==> config.mk <==
export PLATFORM = sky130hd
export DESIGN_NAME = cpu_bus_unit
export DESIGN_NICKNAME = d
export VERILOG_FILES = /design/src/rtl/cpu_bus_pkg.sv /design/src/rtl/bus_timeout_cnt.sv /design/src/rtl/cpu_bus_unit.sv
export SDC_FILE = /design/constraint.sdc
export NUM_CORES = 1
export LEC_CHECK = 0
export CAP_MARGIN = 10
export CELL_PAD_IN_SITES_DETAIL_PLACEMENT = 1
export CELL_PAD_IN_SITES_GLOBAL_PLACEMENT = 1
export CORE_UTILIZATION = 25
export DETAILED_ROUTE_END_ITERATION = 12
export PLACE_DENSITY_LB_ADDON = 0.1
export SLEW_MARGIN = 0
export SYNTH_ARGS = -nofsm -noshare
export SYNTH_HDL_FRONTEND = slang
export SYNTH_SLANG_ARGS = --single-unit
==> constraint.sdc <==
create_clock -name sys_clk -period 2.9 [get_ports sys_clk]
set_input_delay 0.29 -clock sys_clk [delete_from_list [all_inputs] [get_ports sys_clk]]
set_output_delay 0.29 -clock sys_clk [all_outputs]
set_load 0.005 [all_outputs]
==> src/rtl/cpu_bus_pkg.sv <==
// cpu_bus_pkg
//   Shared types and constants for the CPU bus unit: FSM state encoding,
//   channel identifiers, error counter width and its saturating increment.
package cpu_bus_pkg;

   typedef enum logic [1:0] {
      IDLE   = 2'd0,
      ACCESS = 2'd1,
      RESP   = 2'd2
   } bus_state_t;

   localparam logic CH_IF = 1'b0;
   localparam logic CH_LS = 1'b1;

   localparam int ERR_CNT_W = 8;

   // Saturating increment used by the timeout error counter.
   function automatic logic [ERR_CNT_W-1:0] err_cnt_inc(input logic [ERR_CNT_W-1:0] cnt);
      return (&cnt) ? cnt : cnt + ERR_CNT_W'(1);
   endfunction

endpackage

==> src/rtl/bus_timeout_cnt.sv <==
// bus_timeout_cnt
//   Access watchdog. Down-counter loaded while clr is high and decremented
//   while en is high; expired flags the en cycle in which the terminal count
//   is reached, i.e. the TIMEOUT-th enabled cycle after a clear.
//   TIMEOUT = 0 removes the counter and holds expired low.
// Ports
//   sys_clk  in   clock, rising edge
//   sys_rst  in   asynchronous active-high reset
//   clr      in   reload the counter
//   en       in   count this cycle
//   expired  out  terminal count reached in this enabled cycle
module bus_timeout_cnt #(
   parameter int TIMEOUT = 15
) (
   input  logic sys_clk,
   input  logic sys_rst,
   input  logic clr,
   input  logic en,
   output logic expired
);

   localparam int CNT_W = (TIMEOUT > 0) ? $clog2(TIMEOUT + 1) : 1;

   generate
      if (TIMEOUT == 0) begin : g_off
         logic unused_inputs;
         assign unused_inputs = ^{sys_clk, sys_rst, clr, en};
         assign expired = 1'b0;
      end else begin : g_on
         // Loading TIMEOUT-1 makes the count hit zero in the TIMEOUT-th
         // enabled cycle, so the compare is against a constant zero.
         localparam logic [CNT_W-1:0] LOAD_VAL = CNT_W'(TIMEOUT - 1);

         logic [CNT_W-1:0] cnt;

         always_ff @(posedge sys_clk or posedge sys_rst) begin
            if (sys_rst) begin
               cnt <= '0;
            end else if (clr) begin
               cnt <= LOAD_VAL;
            end else if (en && (cnt != '0)) begin
               cnt <= cnt - CNT_W'(1);
            end
         end

         assign expired = en && (cnt == '0);
      end
   endgenerate

endmodule

==> src/rtl/cpu_bus_unit.sv <==
// cpu_bus_unit
//   Sequencer between the core's fetch (IF) and load/store (LS) ports and a
//   single stb/ack memory port. Round-robin arbitration, wait-state tolerant
//   accesses, optional timeout abort with saturating error count, and a
//   stall output for the core.
// Ports
//   sys_clk, sys_rst                     clock / async active-high reset
//   if_req_i, if_addr_i                  fetch request (held until done)
//   if_rdata_o, if_done_o, if_err_o      fetch response (one-cycle done)
//   ls_req_i, ls_we_i, ls_addr_i,
//   ls_wdata_i                           load/store request (held until done)
//   ls_rdata_o, ls_done_o, ls_err_o      load/store response
//   bus_addr_o, bus_data_o, bus_we_o,
//   bus_stb_o                            memory port request side
//   bus_data_i, bus_ack_i                memory port response side
//   stall_o                              request pending, response not in RESP
//   err_cnt_o                            saturating timeout count
//
//   state  | meaning
//   IDLE   | sample requests, arbitrate, latch the winning request
//   ACCESS | strobe the bus, wait for ack or timeout
//   RESP   | one-cycle done (and err) to the granted channel
module cpu_bus_unit
   import cpu_bus_pkg::*;
#(
   parameter int DATA_W  = 16,
   parameter int ADDR_W  = 16,
   parameter int TIMEOUT = 15
) (
   input  logic                 sys_clk,
   input  logic                 sys_rst,

   input  logic                 if_req_i,
   input  logic [ADDR_W-1:0]    if_addr_i,
   output logic [DATA_W-1:0]    if_rdata_o,
   output logic                 if_done_o,
   output logic                 if_err_o,

   input  logic                 ls_req_i,
   input  logic                 ls_we_i,
   input  logic [ADDR_W-1:0]    ls_addr_i,
   input  logic [DATA_W-1:0]    ls_wdata_i,
   output logic [DATA_W-1:0]    ls_rdata_o,
   output logic                 ls_done_o,
   output logic                 ls_err_o,

   output logic [ADDR_W-1:0]    bus_addr_o,
   output logic [DATA_W-1:0]    bus_data_o,
   input  logic [DATA_W-1:0]    bus_data_i,
   output logic                 bus_stb_o,
   output logic                 bus_we_o,
   input  logic                 bus_ack_i,

   output logic                 stall_o,
   output logic [ERR_CNT_W-1:0] err_cnt_o
);

   bus_state_t state;

   // Channel of the current/most recent access; doubles as the round-robin
   // history, so it resets to IF and LS wins the first contention.
   logic grant_ch;
   logic pick_ch;
   logic tmo_expired;

   assign pick_ch = (if_req_i && ls_req_i) ? ((grant_ch == CH_IF) ? CH_LS : CH_IF)
                  : (ls_req_i ? CH_LS : CH_IF);

   assign stall_o = (if_req_i | ls_req_i) & (state != RESP);

   bus_timeout_cnt #(
      .TIMEOUT (TIMEOUT)
   ) u_timeout (
      .sys_clk (sys_clk),
      .sys_rst (sys_rst),
      .clr     (state != ACCESS),
      .en      (state == ACCESS),
      .expired (tmo_expired)
   );

   always_ff @(posedge sys_clk or posedge sys_rst) begin
      if (sys_rst) begin
         state      <= IDLE;
         grant_ch   <= CH_IF;
         bus_addr_o <= '0;
         bus_data_o <= '0;
         bus_we_o   <= 1'b0;
         bus_stb_o  <= 1'b0;
         if_rdata_o <= '0;
         ls_rdata_o <= '0;
         if_done_o  <= 1'b0;
         ls_done_o  <= 1'b0;
         if_err_o   <= 1'b0;
         ls_err_o   <= 1'b0;
         err_cnt_o  <= '0;
      end else begin
         if_done_o <= 1'b0;
         ls_done_o <= 1'b0;
         if_err_o  <= 1'b0;
         ls_err_o  <= 1'b0;

         case (state)
            IDLE: begin
               if (if_req_i || ls_req_i) begin
                  grant_ch  <= pick_ch;
                  bus_stb_o <= 1'b1;
                  state     <= ACCESS;
                  if (pick_ch == CH_LS) begin
                     bus_addr_o <= ls_addr_i;
                     bus_we_o   <= ls_we_i;
                     bus_data_o <= ls_wdata_i;
                  end else begin
                     bus_addr_o <= if_addr_i;
                     bus_we_o   <= 1'b0;
                     bus_data_o <= '0;
                  end
               end
            end

            ACCESS: begin
               // Ack takes priority over an expiry in the same cycle.
               if (bus_ack_i || tmo_expired) begin
                  bus_stb_o <= 1'b0;
                  state     <= RESP;
                  if (grant_ch == CH_LS) begin
                     ls_done_o <= 1'b1;
                     ls_err_o  <= !bus_ack_i;
                  end else begin
                     if_done_o <= 1'b1;
                     if_err_o  <= !bus_ack_i;
                  end

                  if (!bus_ack_i) begin
                     err_cnt_o <= err_cnt_inc(err_cnt_o);
                     if (grant_ch == CH_LS) begin
                        ls_rdata_o <= '1;
                     end else begin
                        if_rdata_o <= '1;
                     end
                  end else if (!bus_we_o) begin
                     if (grant_ch == CH_LS) begin
                        ls_rdata_o <= bus_data_i;
                     end else begin
                        if_rdata_o <= bus_data_i;
                     end
                  end
               end
            end

            RESP: begin
               state <= IDLE;
            end

            default: begin
               state     <= IDLE;
               bus_stb_o <= 1'b0;
            end
         endcase
      end
   end

endmodule

==> results_dict.tcl <==
set metrics [dict create \
    route.met2.wl_um 4810 \
    clock-sinks 85 \
    area_growth_pct 57.7 \
    final-setup-viol-count 0 \
    holdBufCountCts 0 \
    routed_via_density 4.63 \
    overflow 0 \
    final_antenna_net_count 0 \
    final_cell_mix "148 x clkdlybuf4s50_1, 85 x dfrtp_1, 31 x o22a_1" \
    cts_buffer_depth 2 \
    synth_area_per_cell_um2 12.5 \
    grt_pass1_wl_um 16000 \
    max_slew_margin_pct 39.9 \
    drt_iter0_drc 68 \
    outcome "completed" \
    final_hold_viol_count 0 \
    seqCellArea_um2 2130 \
    setup_tns_ns 0 \
    start_util_pct 26.0 \
    die_width_um 120 \
    first_pass_iters 4 \
    post_cts_resized 0 \
    io_buffers 148 \
    clock_latency_ns 0.34 \
    synth_cells 281 \
    cp_num_buf_inv 1 \
    synthArstFlopShare_pct 100 \
    fill_cells 1485 \
    slew_viol_final 0 \
    grt_pass1_vias 3094 \
    slowest_delay_ns 0.52 \
    met1Wirelength_um 4070 \
    wl_per_cell_um 16.1 \
    crit_fanout 8 \
    die-area_um2 14500 \
    vdd_drop_max_uv 341 \
    die_h_um 120 \
    cts_made_buffers 9 \
    gp_congestion 0.727 \
    cts_tree "built" \
    wl_um 9820 \
    via_count 2822 \
    ctsRootBufferMaster "clkbuf_16" \
    ys.flop_type "dfrtp_1" \
    pin_count 149 \
    worstPathArrival_ns 2.44 \
    power.net_switching_mw 1.59 \
    layoutNonFillerInstCount 609 \
    core_um2 13500 \
    fmax_ghz 0.450 \
    powerDensity_nw_per_um2 973 \
    ys_types 43 \
    antenna_found_initial 0 \
    route.met3.wl_um 707 \
    cp_top_family "simple AND/OR/NAND/NOR gates" \
    synth_edf_count 0 \
    multi_input_area_um2 1250 \
    critPathLaunchType "flip-flop" \
    gr-usage-all-layers_pct 14.5 \
    seqPwrFrac_pct 37.1 \
    crit_chain "inv_1 > ha_1 > or3b_1 > nor4_2 > and4_1 > mux2_1" \
    layout-drive-gt1-share_pct 8.78 \
    total_power_mw 5.38 \
    p_sw_share_pct 29.5 \
    post-cts-setup-buffers 0 \
    p_leak_nw 2.26 \
    period_minus_slack_ns 2.22 \
    grt_max_degree 53 \
    yosys-top-cells-area "dfrtp_1 61%, o22a_1 7.8%, mux2i_1 4.6%" \
    comb_power_share_pct 38.0 \
    internal-power_mw 3.79 \
    synth_area_leader_cell "dfrtp_1" \
    period_share_pct 76.7 \
    worstMarginPinSlew_ns 0.902 \
    synthesis.yosys.warnings 0 \
    syn_area_um2 3500 \
    route.detailed.drc 0 \
    path_class "reg -> reg" \
    syn_nets 354 \
    pwr-share-clk_pct 24.9 \
    cap_violations 0 \
    skew_ns 0.00723 \
    clkTransAtPathRegs_ns 0.07 \
    cp.required_ns 3.12 \
    highest_layer "met4" \
    dp.cells 593 \
    num_rows 42 \
    ys_ff_latch 85 \
    mostFrequentLayoutCell "clkdlybuf4s50_1" \
    ys_seq_area_share_pct 60.7 \
    yosys.area.top_type_share_pct 60.7 \
    rsz0062_at_grt "false" \
    dp_hpwl_um 7090 \
    crit_path_end_kind "flip-flop" \
    min_path_type "in -> async" \
    crit_slowest_cell "or3b_1" \
    h-tree-depth 3 \
    diodes 0 \
    nets 501 \
]
==> cell usage after synthesis (all sizes together) (2+ instances only) <==
cell type and count:
dfrtp 85, o22a 31, nand2 24, o21ai 19, a22o 17, mux2i 16
clkbuf 10, buf 9, nor2 9, inv 8, mux2 6, nand3 6
xnor2 5, a21oi 3, ha 3, nand2b 3, nor3 3, nor4 3
and2 2, and4 2, nand4 2, nor3b 2, or3 2
==> power groups by stage <==
stage	clock (mW)	combinational (mW)	sequential (mW)
final	1.34	2.05	2.00
after global routing	1.43	2.24	2.07
after CTS	1.38	2.10	2.01
after detailed placement	0	2.09	2.01
after global placement	0	2.06	2.01
after floorplan	0	0.870	1.97
==> final cells by class <==
type | instances | share of cell area, %
timing repair buffer | 155 | 28.0
clock inverter | 7 | 2.22
sequential | 85 | 38.5
tap | 176 | 3.98
multi-input combinational | 169 | 22.7
inverter | 8 | 0.566
clock buffer | 9 | 4.08
==> path summary, 6_finish.rpt <==
path	startpoint	to	slack (ns)	cells after the start
min in group sys_clk	bus_addr_o[7]$_DFFE_PP0P_	bus_addr_o[7]$_DFFE_PP0P_	0.48	2
setup / recovery	u_timeout.g_on.cnt[0]$_DFFE_PP0P_	err_cnt_o[5]$_DFFE_PP0P_	0.68	6
setup reg to reg	u_timeout.g_on.cnt[0]$_DFFE_PP0P_	err_cnt_o[5]$_DFFE_PP0P_	0.68	6
hold reg to reg	bus_addr_o[7]$_DFFE_PP0P_	bus_addr_o[7]$_DFFE_PP0P_	0.48	2
max in group asynchronous	sys_rst	err_cnt_o[3]$_DFFE_PP0P_	1.85	3
hold / removal	sys_rst	ls_rdata_o[8]$_DFFE_PP0P_	0.36	2
==> routing by layer <==
metal / global-route usage [%] / vias to the layer above
li1: - / 1311
met1: 16.9 / 1420
met2: 23.6 / 78
met3: 5.00 / 13
met4: 7.56 / 0
met5: 0 / -
==> per-stage QoR <==
step	cell area, um2	util, %	setup slack, ns	hold WS [ns]
2_1_floorplan	3500	-	0.417	0.416
3_3_place_gp	5180	38.5	0.648	0.467
3_5_place_dp	5180	38.5	0.593	0.473
4_1_cts	5530	41.1	0.645	0.391
5_1_grt	5530	41.1	0.520	0.433
6_report	5530	41.1	0.677	0.362
==> worst register-to-register path, stage by stage (launching register included) <==
cell and delay (ns):
dfrtp_1 0.37, inv_1 0.11, ha_1 0.20, or3b_1 0.52, nor4_2 0.35, and4_1 0.24, mux2_1 0.31
==> registers in the layout, indices dropped and copies added (netlist names), 2 cells and up <==
signal,flops
state,2
u_timeout.g_on.cnt,4
err_cnt_o,8
bus_data_o,16
if_rdata_o,16
ls_rdata_o,16
bus_addr_o,16
==> logic make-up after synthesis <==
kind of cell	synth area share, %
DFF	60.7
AOI/OAI and AO/OA	17.4
and+or+nand+nor	9.39
buffers and inverters	3.64
muxes	6.50
xor gates and xnor gates	1.25
adders and majority gates	1.07
(Power assumes the default switching activity.)
